[src/rtl/guess_entry.sv]
// Colour-code guess entry with cursor, per-slot colour select and
// a small history of committed guesses that can be browsed.
//
// Ports:
//   clk, rst            clock, asynchronous active-high reset
//   btn_*               single-cycle debounced button pulses
//   blink_enable        1 = GUESS mode, 0 = HISTORY mode
//   blink_led           cursor slot index 0-3
//   guess_rgb0..3       current guess colour per slot
//   history_rgb0..3     colours of the history entry being viewed
//   hist_count          number of stored guesses
//   hist_full           history holds HIST_DEPTH guesses
//   submit_valid        one-cycle pulse on an accepted submit
//   submit_guess        last committed guess {slot3..slot0}
module guess_entry #(
  parameter int NUM_COLORS = 6,
  parameter int HIST_DEPTH = 8,
  localparam int IW = $clog2(HIST_DEPTH),
  localparam int CW = IW + 1
) (
  input  logic          clk,
  input  logic          rst,
  input  logic          btn_left,
  input  logic          btn_right,
  input  logic          btn_up,
  input  logic          btn_down,
  input  logic          btn_submit,
  input  logic          btn_mode,
  output logic          blink_enable,
  output logic [1:0]    blink_led,
  output logic [2:0]    guess_rgb0,
  output logic [2:0]    guess_rgb1,
  output logic [2:0]    guess_rgb2,
  output logic [2:0]    guess_rgb3,
  output logic [2:0]    history_rgb0,
  output logic [2:0]    history_rgb1,
  output logic [2:0]    history_rgb2,
  output logic [2:0]    history_rgb3,
  output logic [CW-1:0] hist_count,
  output logic          hist_full,
  output logic          submit_valid,
  output logic [11:0]   submit_guess
);

  localparam logic [0:0] S_HIST  = 1'b0;
  localparam logic [0:0] S_GUESS = 1'b1;
  localparam logic [2:0] NC      = 3'(NUM_COLORS);

  logic [0:0]    r_state;
  logic [1:0]    r_cur;
  logic [2:0]    r_slot [4];
  logic [CW-1:0] r_cnt;
  logic          r_full;
  logic [IW-1:0] r_view;
  logic [11:0]   r_hist;
  logic          r_sv;
  logic [11:0]   r_sg;
  logic [11:0]   r_mem [HIST_DEPTH];

  logic [0:0]    w_state;
  logic [1:0]    w_cur;
  logic [2:0]    w_slot [4];
  logic [CW-1:0] w_cnt;
  logic [IW-1:0] w_view;
  logic          w_wr;
  logic [11:0]   w_hist;
  logic [11:0]   w_guess;
  logic [2:0]    w_sel;
  logic          w_is_g;
  logic [IW-1:0] w_last;
  logic [IW-1:0] w_widx;

  assign w_is_g  = (r_state == S_GUESS);
  assign w_sel   = r_slot[r_cur];
  assign w_guess = {r_slot[3], r_slot[2],
                    r_slot[1], r_slot[0]};
  // Newest entry; low bits of a full count
  // wrap to 0 and minus one gives depth-1.
  assign w_last  = r_cnt[IW-1:0] - IW'(1);
  assign w_widx  = r_cnt[IW-1:0];

  // Buttons are taken in strict priority;
  // lower-priority pulses in the same cycle
  // are dropped.
  always_comb begin
    w_state = r_state;
    w_cur   = r_cur;
    w_slot  = r_slot;
    w_cnt   = r_cnt;
    w_view  = r_view;
    w_wr    = 1'b0;
    if (btn_mode) begin
      if (!w_is_g) begin
        w_state = S_GUESS;
      end else if (r_cnt != '0) begin
        w_state = S_HIST;
        w_view  = w_last;
      end
    end else if (btn_submit) begin
      if (w_is_g && !r_full) begin
        w_wr  = 1'b1;
        w_cnt = r_cnt + CW'(1);
      end
    end else if (btn_left) begin
      if (w_is_g) begin
        w_cur = r_cur - 2'd1;
      end else if (r_view != '0) begin
        w_view = r_view - IW'(1);
      end
    end else if (btn_right) begin
      if (w_is_g) begin
        w_cur = r_cur + 2'd1;
      end else if (r_view != w_last) begin
        w_view = r_view + IW'(1);
      end
    end else if (btn_up) begin
      if (w_is_g) begin
        if (w_sel >= NC)
          w_slot[r_cur] = 3'd1;
        else
          w_slot[r_cur] = w_sel + 3'd1;
      end
    end else if (btn_down) begin
      if (w_is_g) begin
        if (w_sel <= 3'd1 || w_sel > NC)
          w_slot[r_cur] = NC;
        else
          w_slot[r_cur] = w_sel - 3'd1;
      end
    end
  end

  // The viewed entry is registered, so a
  // write landing on it must bypass memory.
  always_comb begin
    w_hist = r_mem[w_view];
    if (w_cnt == '0)
      w_hist = '0;
    else if (w_wr && (w_widx == w_view))
      w_hist = w_guess;
  end

  always_ff @(posedge clk or posedge rst) begin
    if (rst) begin
      r_state <= S_GUESS;
      r_cur   <= 2'd0;
      for (int i = 0; i < 4; i++)
        r_slot[i] <= 3'd1;
      r_cnt   <= '0;
      r_full  <= 1'b0;
      r_view  <= '0;
      r_hist  <= '0;
      r_sv    <= 1'b0;
      r_sg    <= '0;
    end else begin
      r_state <= w_state;
      r_cur   <= w_cur;
      r_slot  <= w_slot;
      r_cnt   <= w_cnt;
      r_full  <= (w_cnt == CW'(HIST_DEPTH));
      r_view  <= w_view;
      r_hist  <= w_hist;
      r_sv    <= w_wr;
      if (w_wr)
        r_sg <= w_guess;
    end
  end

  // Contents are never cleared; hist_count
  // gates what is visible.
  always_ff @(posedge clk) begin
    if (w_wr)
      r_mem[w_widx] <= w_guess;
  end

  assign blink_enable = (r_state == S_GUESS);
  assign blink_led    = r_cur;
  assign guess_rgb0   = r_slot[0];
  assign guess_rgb1   = r_slot[1];
  assign guess_rgb2   = r_slot[2];
  assign guess_rgb3   = r_slot[3];
  assign history_rgb0 = r_hist[2:0];
  assign history_rgb1 = r_hist[5:3];
  assign history_rgb2 = r_hist[8:6];
  assign history_rgb3 = r_hist[11:9];
  assign hist_count   = r_cnt;
  assign hist_full    = r_full;
  assign submit_valid = r_sv;
  assign submit_guess = r_sg;

endmodule

[config.mk]
export PLATFORM = sky130hd
export DESIGN_NAME = guess_entry
export DESIGN_NICKNAME = d
export VERILOG_FILES = /design/src/rtl/guess_entry.sv
export SDC_FILE = /design/constraint.sdc
export NUM_CORES = 1
export LEC_CHECK = 0
export ABC_AREA = 1
export CORE_ASPECT_RATIO = 1.4
export CORE_MARGIN = 2
export CORE_UTILIZATION = 58
export DETAILED_ROUTE_END_ITERATION = 8
export PLACE_DENSITY = 0.79
export SLEW_MARGIN = 10
export SYNTH_ARGS = -nofsm -noshare
export SYNTH_HDL_FRONTEND = slang
export SYNTH_SLANG_ARGS = --single-unit
export TNS_END_PERCENT = 1
[constraint.sdc]
create_clock -name clk -period 6.5 [get_ports clk]
set_input_delay 0.975 -clock clk [delete_from_list [all_inputs] [get_ports clk]]
set_output_delay 0.975 -clock clk [all_outputs]
set_load 0.01 [all_outputs]
==> impl_metrics.toml <==
[final_layout]
layout.nets = 801
area_delta_synth_final_pct = 16.7
n_antenna_cell = 0
fin_area_sq_um = 8040
drive_above_1_share_pct = 10.8

[power_and_ir_drop]
p_leak_nw = 3.39
cellPowerDensity_nw_per_um2 = 489
ir_drop_v = 0.000329
seq_power_share_pct = 35.3
p_clk_share_pct = 23.3
pwr-share-comb_pct = 41.4
switching_share_pct = 41.8
p_sw_mw = 1.64
power.internal_mw = 2.28

[clocking]
cts_resized = 0
cts.sinks = 144
numCtsBuffers = 17
clockBufferDepth = 2
htreeDepth = 4
insertion_delay_ns = 0.41
cts_setup_buffers = 0
clockRootBuffer = "clkbuf_16"
clk_pin_slew_worst_paths_ns = 0.06
cts_tree = "yes"
cts_hold_buf = 0

[logic_synthesis]
synth-seq-cells = 144
synthMuxAreaShare_pct = 0.163
synth_compound_area_share_pct = 5.07
synth_top_family_by_area = "simple AND/OR/NAND/NOR gates"
synth_ff_type = "edfxtp_1"
syn_area_sq_um = 6890
synth-simple-area-share_pct = 27.9
syn_inst = 736
synth_nets = 753
synth.avg_cell_area_sq_um = 9.36
postSynth.asyncResetShare_pct = 33.3
synth-edff-count = 96
yosys_warnings = 0
synthAdderAreaFrac_pct = 1.63
seq_area_frac_synth_pct = 59.4
synth.distinct_cells = 43
synthXorXnorAreaFrac_pct = 0.872

[worst_setup_path]
cp_max_fo = 51
worstSetupPathType = "flip-flop to flip-flop"
crit-reg2reg-capture = "r_hist[8]"
r2r_slack_ns = 2.48
start_kind = "flip-flop"
cp-end-kind = "flip-flop"
arrival_ns = 4.32
crit-reg2reg-launch = "hist_count[0]"
cp.required_ns = 6.80
reg2regPathDepth = 20

[job]
maxCapViolations = 0

[die]
initial_core_util_pct = 58.9
coreArea_sq_um = 11700
rows = 47
io_pins = 53
dieWidth_microns = 96.1
die-area_sq_um = 12800
die_h_microns = 133

[routing]
via_per_inst = 5.84
vias = 5516
detail_route.wirelength_microns = 17300
postRouteAntennaNets = 0
drc = 0
initialDrtViolationCount = 451
detail_route.first_pass.iterations = 5
wire_per_inst_microns = 18.4

[sta]
fmax_mhz = 249
fin_crit_ns = 4.02
rsz0062_at_grt = "false"
tns_ns = 0
hold_viol_final = 0
slew_headroom_pct = 30.9
fin_crit_sh_pct = 61.9
skew_ns = 0.00873
setup_violations = 0
slew_viol_final = 0
worstMarginPinSlew_ns = 1.04

[min_path]
min_to = "submit_guess[5]"
min_path_cells = 2
hp-start = "submit_guess[5]"
hold_path_class = "flip-flop to flip-flop"

[grt]
grt_use_total_pct = 28.4
grt_pass1_wl_microns = 27000
grt-ovfl-total = 0
grt_max_degree = 52
antenna_found_initial = 0
grt_pass1_vias = 5206

[run_status]
status = "finished clean"

[placed_design]
dp.final_hpwl_microns = 11600
gp_congestion = 0.929
placed_cell_area_sq_um = 7460
io_buffers = 52
## synthesized netlist by cell type, types with 3 or more instances
cell type | number | area share, %
a21oi_1 | 16 | 1.2
buf_2 | 11 | 0.80
buf_4 | 3 | 0.33
buf_6 | 4 | 0.65
clkbuf_1 | 8 | 0.44
dfrtp_1 | 43 | 16
dfstp_2 | 5 | 1.9
edfxtp_1 | 96 | 42
ha_1 | 9 | 1.6
inv_1 | 35 | 1.9
inv_2 | 11 | 0.60
nand2_1 | 227 | 12
nand2_2 | 5 | 0.45
nand3_1 | 123 | 8.9
nor2_1 | 50 | 2.7
nor2_2 | 13 | 1.2
nor3_1 | 8 | 0.58
o21ai_0 | 31 | 2.3
o22ai_1 | 4 | 0.36
xnor2_1 | 3 | 0.38
## sequential cells by signal (all words and copies together), names as in the netlist
register,count
submit_guess,12
hist_full,1
guess_rgb3,3
blink_led,2
guess_rgb2,3
r_view,3
guess_rgb1,3
guess_rgb0,3
hist_count,4
r_hist,12
submit_valid,1
r_mem,96
blink_enable,1
## critical path, stage by stage, from the launching register on
cell and delay (ns):
dfrtp_1 0.53, inv_2 0.13, ha_1 0.37, inv_1 0.08
nand2_1 0.05, nand2_1 0.07, nor2_2 0.04, nand2_2 0.09
nand2_1 0.07, nand2_1 0.09, nand2_1 0.08, nand2_1 0.12
nand3_4 0.37, nand2_4 0.62, inv_2 0.25, nand2_1 0.11
nand2_1 0.06, nor2_2 0.40, nand3_1 0.15, nand2_1 0.13
nor2_2 0.05
## cell usage in the layout (no fill, tap or decap), types with 2 or more instances in the layout
cell type	instances
inv_2	12
a21oi_1	16
o22ai_1	4
xnor2_1	3
a22oi_1	2
buf_4	5
inv_1	34
nor2_4	2
inv_6	3
o21ai_0	31
nor2_1	48
o211ai_1	2
clkbuf_16	17
o21ai_2	2
nand2_1	227
clkinv_4	5
clkdlybuf4s50_1	52
nor3_1	8
clkinv_2	3
nand3_1	123
xor2_1	2
nor2_2	15
clkinvlp_4	2
nand3_2	2
dfrtp_1	43
nand2_2	5
ha_1	9
dfstp_2	5
edfxtp_1	96
clkinv_1	2
## power by group through the flow
stage | registers [mW] | logic, mW | clock network [mW]
3_5_place_dp | 1.40 | 1.59 | 0
5_1_grt | 1.40 | 1.79 | 0.963
4_1_cts | 1.38 | 1.61 | 0.924
6_report | 1.39 | 1.62 | 0.915
3_3_place_gp | 1.39 | 1.54 | 0
2_1_floorplan | 1.37 | 1.04 | 0
## layer usage
layer / GRT usage (%) / routed length [microns] / vias to the layer above
li1: - / - / 2576
met1: 38.3 / 6870 / 2630
met2: 45.4 / 8800 / 262
met3: 5.30 / 1130 / 48
met4: 11.1 / 544 / 0
met5: 0 / 0 / -
## layout make-up
cell class	instances	area (sq um)
flip-flops and latches	144	4090
fillers	914	3670
multi-input cells	516	2460
repair buffers	57	558
clock buffers	17	425
well taps	147	184
inverters	48	180
clock inverters	15	135
## kinds of logic after synthesis
group                      count (synthesis)
and+or+nand+nor                          437
DFF                                      144
buffers and inverters                     76
AOI/OAI and AO/OA                         63
adders and majority gates                  9
xor gates and xnor gates                   6
muxes                                      1
## worst max path at each step
stage	slack (ns)	start	end
after global routing	2.16	hist_count[0]	r_hist[8]
final	2.48	hist_count[0]	r_hist[8]
after global placement	2.42	btn_submit	r_hist[9]
after floorplan	3.43	btn_submit	r_mem[5][0]
after CTS	2.53	hist_count[0]	r_hist[8]
after detailed placement	2.25	btn_submit	r_hist[2]
## stage by stage
step	hold WS (ns)	power, mW	util, %	setup WS [ns]	instances
after floorplan	0.519	2.42	-	3.43	736
after global placement	0.471	2.94	63.8	2.42	911
after detailed placement	0.474	2.99	63.8	2.25	911
after CTS	0.490	3.91	68.6	2.53	943
after global routing	0.521	4.15	68.7	2.16	944
final	0.489	3.93	68.7	2.48	944
(Power assumes the default switching activity.)
